File: src/rtl/vca.sv
// Voltage-controlled amplifier: 3-stage pipeline scaling a signed 12-bit sample by a saturated envelope+level gain.
// Optional envelope slew limiter enabled by defining VCA_SMOOTH_EN.
module vca (
    input  logic               clk,
    input  logic               reset,
    input  logic signed [11:0] sample_in,
    input  logic               sample_valid_in,
    input  logic        [9:0]  envelope,
    input  logic        [9:0]  level,
    output logic signed [11:0] sample_out,
    output logic               sample_valid_out
);

    localparam int STAGES = 3;

    logic [STAGES:1]    vld_pipe;
    logic [9:0]         env_used;
    logic [10:0]        gain_sum;
    logic [9:0]         gain;
    logic [10:0]        gain_eff;

    logic signed [11:0] s1_sample;
    logic [10:0]        s1_gain;
    logic signed [22:0] prod;
    logic signed [22:0] s2_prod;
    logic signed [22:0] shifted;

`ifdef VCA_SMOOTH_EN
    logic [9:0] env_s;
    logic [9:0] env_nxt;
    logic [9:0] dist;
    logic [9:0] step;

    // Slew env_s toward envelope by at most 8 per accepted sample.
    always_comb begin
        dist    = (envelope >= env_s) ? (envelope - env_s) : (env_s - envelope);
        step    = (dist > 10'd8) ? 10'd8 : dist;
        env_nxt = (envelope >= env_s) ? (env_s + step) : (env_s - step);
    end

    always_ff @(posedge clk or negedge reset) begin
        if (!reset)
            env_s <= '0;
        else if (sample_valid_in)
            env_s <= env_nxt;
    end

    assign env_used = env_nxt;
`else
    assign env_used = envelope;
`endif

    // Full-scale gain becomes exactly 1024 so that gain 1023 is true unity.
    always_comb begin
        gain_sum = {1'b0, env_used} + {1'b0, level};
        gain     = gain_sum[10] ? 10'd1023 : gain_sum[9:0];
        gain_eff = (gain == 10'd1023) ? 11'd1024 : {1'b0, gain};
    end

    always_ff @(posedge clk or negedge reset) begin
        if (!reset)
            vld_pipe <= '0;
        else
            vld_pipe <= {vld_pipe[STAGES-1:1], sample_valid_in};
    end

    always_ff @(posedge clk or negedge reset) begin
        if (!reset) begin
            s1_sample <= '0;
            s1_gain   <= '0;
        end else if (sample_valid_in) begin
            s1_sample <= sample_in;
            s1_gain   <= gain_eff;
        end
    end

    // Gain is zero-extended to keep it non-negative in the signed multiply.
    assign prod = 23'(s1_sample) * 23'($signed({1'b0, s1_gain}));

    always_ff @(posedge clk or negedge reset) begin
        if (!reset)
            s2_prod <= '0;
        else if (vld_pipe[1])
            s2_prod <= prod;
    end

    // |product| <= 2^21, so the shifted result always fits in 12 bits.
    assign shifted = s2_prod >>> 10;

    always_ff @(posedge clk or negedge reset) begin
        if (!reset)
            sample_out <= '0;
        else if (vld_pipe[2])
            sample_out <= shifted[11:0];
    end

    assign sample_valid_out = vld_pipe[STAGES];

endmodule

File: config.mk
export PLATFORM = sky130hd
export DESIGN_NAME = vca
export DESIGN_NICKNAME = d
export VERILOG_FILES = /design/src/rtl/vca.sv
export SDC_FILE = /design/constraint.sdc
export NUM_CORES = 1
export LEC_CHECK = 0
export BUFFER_PORTS_ARGS = -buffer_cell sky130_fd_sc_hd__clkbuf_2
export CAP_MARGIN = 20
export CELL_PAD_IN_SITES_DETAIL_PLACEMENT = 2
export CELL_PAD_IN_SITES_GLOBAL_PLACEMENT = 2
export CORE_MARGIN = 5
export CORE_UTILIZATION = 43
export DETAILED_ROUTE_END_ITERATION = 10
export GPL_ROUTABILITY_DRIVEN = 0
export PLACE_DENSITY_LB_ADDON = 0.1
export SLEW_MARGIN = 5
export SYNTH_ARGS = -nofsm -noshare
export SYNTH_HDL_FRONTEND = slang
export SYNTH_SLANG_ARGS = --single-unit
export TNS_END_PERCENT = 30
File: constraint.sdc
create_clock -name clk -period 8.5 [get_ports clk]
set_input_delay 1.7 -clock clk [delete_from_list [all_inputs] [get_ports clk]]
set_output_delay 1.7 -clock clk [all_outputs]
set_load 0.02 [all_outputs]
==> PnR_summary.wiki <==
{| class="wikitable"
! Metric !! Value
|-
| Final antenna-violating net count || 0
|-
| Count of final setup violators || 0
|-
| Number of pins exceeding their max-slew limit in the final report || 0
|-
| Initial detailed-routing violation count || 183
|-
| First-pass detailed-route iteration total || 6
|-
| Global route overflow || 0
|-
| Fraction of final layout cells sized beyond drive strength 1 || 0.124
|-
| Number of remaining DRC errors || 0
|-
| Highest clock rate || around 0.17 GHz
|-
| Area share of the leading cell type in the synthesized netlist || 0.335
|-
| Critical path startpoint category || flop
|-
| Kind of capture point of the worst setup path || flop
|-
| Maximum net fanout on the critical path || 13
|-
| Fin worst setup slack || 2.66 ns
|-
| Clock net sink count || 50
|-
| Clock tree from TritonCTS || done
|-
| Share of flip-flops with an asynchronous set or reset || 1.00
|-
| Worst hold slack after final layout || 0.491 ns
|-
| Endpoint arrival time on the critical path || ~6 ns
|-
| Final worst-path cycle share || 0.688
|-
| Gr usage total || 0.218
|-
| Net count, final || approximately 970
|-
| Mean area per synthesized cell || around 9.4 um2
|-
| Post-CTS Resized || 0
|-
| Outcome || completed
|-
| Total Die Area || 18900 um2
|-
| Number of antenna cells inserted || 0
|-
| Clock latency on the worst-skew pair || 0.30 ns
|-
| Ranking of synthesized cells by area || sky130_fd_sc_hd__fa_1 34%, sky130_fd_sc_hd__dfrtp_1 18%, sky130_fd_sc_hd__ha_1 9.9%
|-
| Via count || 5064
|-
| Slowest CP cell || sky130_fd_sc_hd__dfrtp_1
|-
| Number of antenna violations at the first check in global routing || 0
|-
| Global-route wire length before repair || 31.6 mm
|-
| Largest net degree at the start of global routing || 51
|-
| Average wire length per cell after detail routing || about 19 um
|-
| Worst setup path category || reg -> reg
|-
| Post-layout min period || just under 6 ns
|-
| Post-synthesis register bit count || 50
|-
| Die outline height || 137 um
|-
| Num CTS Buffers || 5
|-
| Number of I/O pins || 48
|-
| Most numerous cell types in the synthesized netlist || 166 x sky130_fd_sc_hd__inv_1, 117 x sky130_fd_sc_hd__fa_1, 105 x sky130_fd_sc_hd__nand2_1
|-
| Worst path required time || 8.67 ns
|-
| Worst relative slew slack || 0.467
|-
| Die width || 137 um
|-
| Total of warnings raised by yosys || 0
|-
| Clock skew after layout || 0.00641 ns
|-
| Worst hold-check path type || reg -> reg
|-
| Clock-pin slew on the worst setup and hold paths || 0.07 ns
|-
| Number of H-tree levels || 2
|-
| Number of fill cells in the layout || 1732
|-
| Post-detailed-route via-to-cell ratio || around 5.2
|-
| Most used flip-flop cell after synthesis || sky130_fd_sc_hd__dfrtp_1
|-
| Mapped Area || 6990 um2
|-
| WL final || ~18 mm
|-
| Worst stage delay on the critical path || 0.68 ns
|-
| Max capacitance violation total || 0
|-
| Hold Vio Cnt, Final || 0
|-
| Number of enable flip-flop cells after synthesis || 0
|-
| Area growth, synth to finish || 8.10%
|-
| Hold buffer count at CTS || 0
|-
| Cell variety after synth || 52
|-
| Std-Cell Core Area || 15900 um2
|-
| Root buffer cell || sky130_fd_sc_hd__clkbuf_16
|-
| DP Wirelength || 15.4 mm
|-
| Starting density of the core || 0.440
|-
| RSZ-0062 raised after global routing || no
|-
| Setup WS pre-CTS || 2.62 ns
|-
| Cell taking the most area after synthesis || sky130_fd_sc_hd__fa_1
|-
| Count of non-filler cells in the finished layout || around 1000
|-
| # port buffers || 47
|-
| Cell Chain, Critical Path || nand2_1, fa_1, inv_1, fa_1, fa_1, fa_1, inv_1, fa_1, inv_1, ha_1, nand2_1, o21ai_0, a41oi_1, o21ai_1, a211oi_1, and3_1, a2111oi_0
|-
| Number of global-route vias before repair || 6207
|-
| Post-CTS Repair Setup Buffers || 0
|-
| Maximum buffer depth of the clock tree || 2
|-
| Dominant cell type by count on the critical path || sky130_fd_sc_hd__fa_1
|-
| Worst-margin pin slew || around 0.80 ns
|-
| Cell total after placement || approximately 980
|-
| Standard-cell rows || 46
|-
| TNS Setup || 0 ns
|-
| Post-synthesis net count || 948
|-
| Post-Syn Instances || 741
|-
| Portion of the post-synthesis area used by sequential elements || 0.179
|-
| Most instantiated library cell after synthesis || sky130_fd_sc_hd__inv_1
|}
## per-stage QoR
| step | instance area [um2] | utilization |
|---|---|---|
| floorplan | 6990 | - |
| global placement | 7390 | 0.465 |
| detailed placement | 7390 | 0.465 |
| CTS | 7550 | 0.475 |
| global route | 7550 | 0.475 |
| finish | 7550 | 0.475 |
## placed cells by master (no fill, tap or decap), types with 5 or more instances in the layout
master | netlist | routed
sky130_fd_sc_hd__clkbuf_16 | 0 | 5
sky130_fd_sc_hd__fa_1 | 117 | 117
sky130_fd_sc_hd__ha_1 | 55 | 55
sky130_fd_sc_hd__o21ai_0 | 8 | 8
sky130_fd_sc_hd__mux2_2 | 30 | 30
sky130_fd_sc_hd__a21oi_1 | 18 | 18
sky130_fd_sc_hd__clkbuf_2 | 0 | 47
sky130_fd_sc_hd__nor3_1 | 5 | 5
sky130_fd_sc_hd__nand2_1 | 105 | 105
sky130_fd_sc_hd__nor2_1 | 27 | 27
sky130_fd_sc_hd__a211oi_1 | 10 | 10
sky130_fd_sc_hd__dfrtp_1 | 50 | 50
sky130_fd_sc_hd__xnor2_1 | 15 | 15
sky130_fd_sc_hd__inv_1 | 166 | 166
sky130_fd_sc_hd__and2_1 | 37 | 37
sky130_fd_sc_hd__xor2_1 | 5 | 5
## layout make-up
class / instances / area (um2) / area share
inverters: 166 / 623 / 0.0825
well taps: 216 / 270 / 0.0358
repair buffers: 48 / 243 / 0.0321
flip-flops and latches: 50 / 1250 / 0.166
clock buffers: 5 / 125 / 0.0166
clock inverters: 3 / 40.0 / 0.00530
multi-input cells: 495 / 5000 / 0.662
## registers in the layout, summed over array words and instances (netlist names)
signal,count
vld_pipe,3
s1_sample,12
sample_out,12
s2_prod,12
s1_gain,11
## worst max-delay path: cells and delay by family, from the launching register on
family	cells	cell delay, ns
adders and majority gates	6	2.94
AOI/OAI and AO/OA	5	1.39
DFF	1	0.68
and+or+nand+nor	3	0.51
buffers and inverters	3	0.17
## cell families after synthesis
kind of cell / after synthesis / share of synthesized area
muxes: 32 / 0.0512
buffers and inverters: 196 / 0.105
xor gates and xnor gates: 20 / 0.0251
AOI/OAI and AO/OA: 69 / 0.0677
and+or+nand+nor: 202 / 0.138
adders and majority gates: 172 / 0.434
DFF: 50 / 0.179
## metal layers
metal,up-vias,GRT usage,wire [um]
li1,2317,-,-
met5,-,0,0
met4,0,0.0388,213
met3,18,0.0226,287
met1,2684,0.253,7360
met2,45,0.433,10600
## path summary, 6_finish.rpt
kind                            slack [ns]         from  depth (start not counted)           end
min in group asynchronous             1.52        reset                          2  s1_sample[0]
worst max-delay path                  2.66   s1_gain[6]                         17   s2_prod[21]
worst min register to register        0.49  s2_prod[18]                          1   s2_prod[18]
worst min-delay path                  0.49  s2_prod[18]                          1   s2_prod[18]
worst max register to register        2.66   s1_gain[6]                         17   s2_prod[21]
max in group asynchronous             6.51        reset                          2   s2_prod[16]
Power is left out: the tool's default activity adds up to more than one toggle a clock period on the data nets, which glitch-free logic cannot reach.
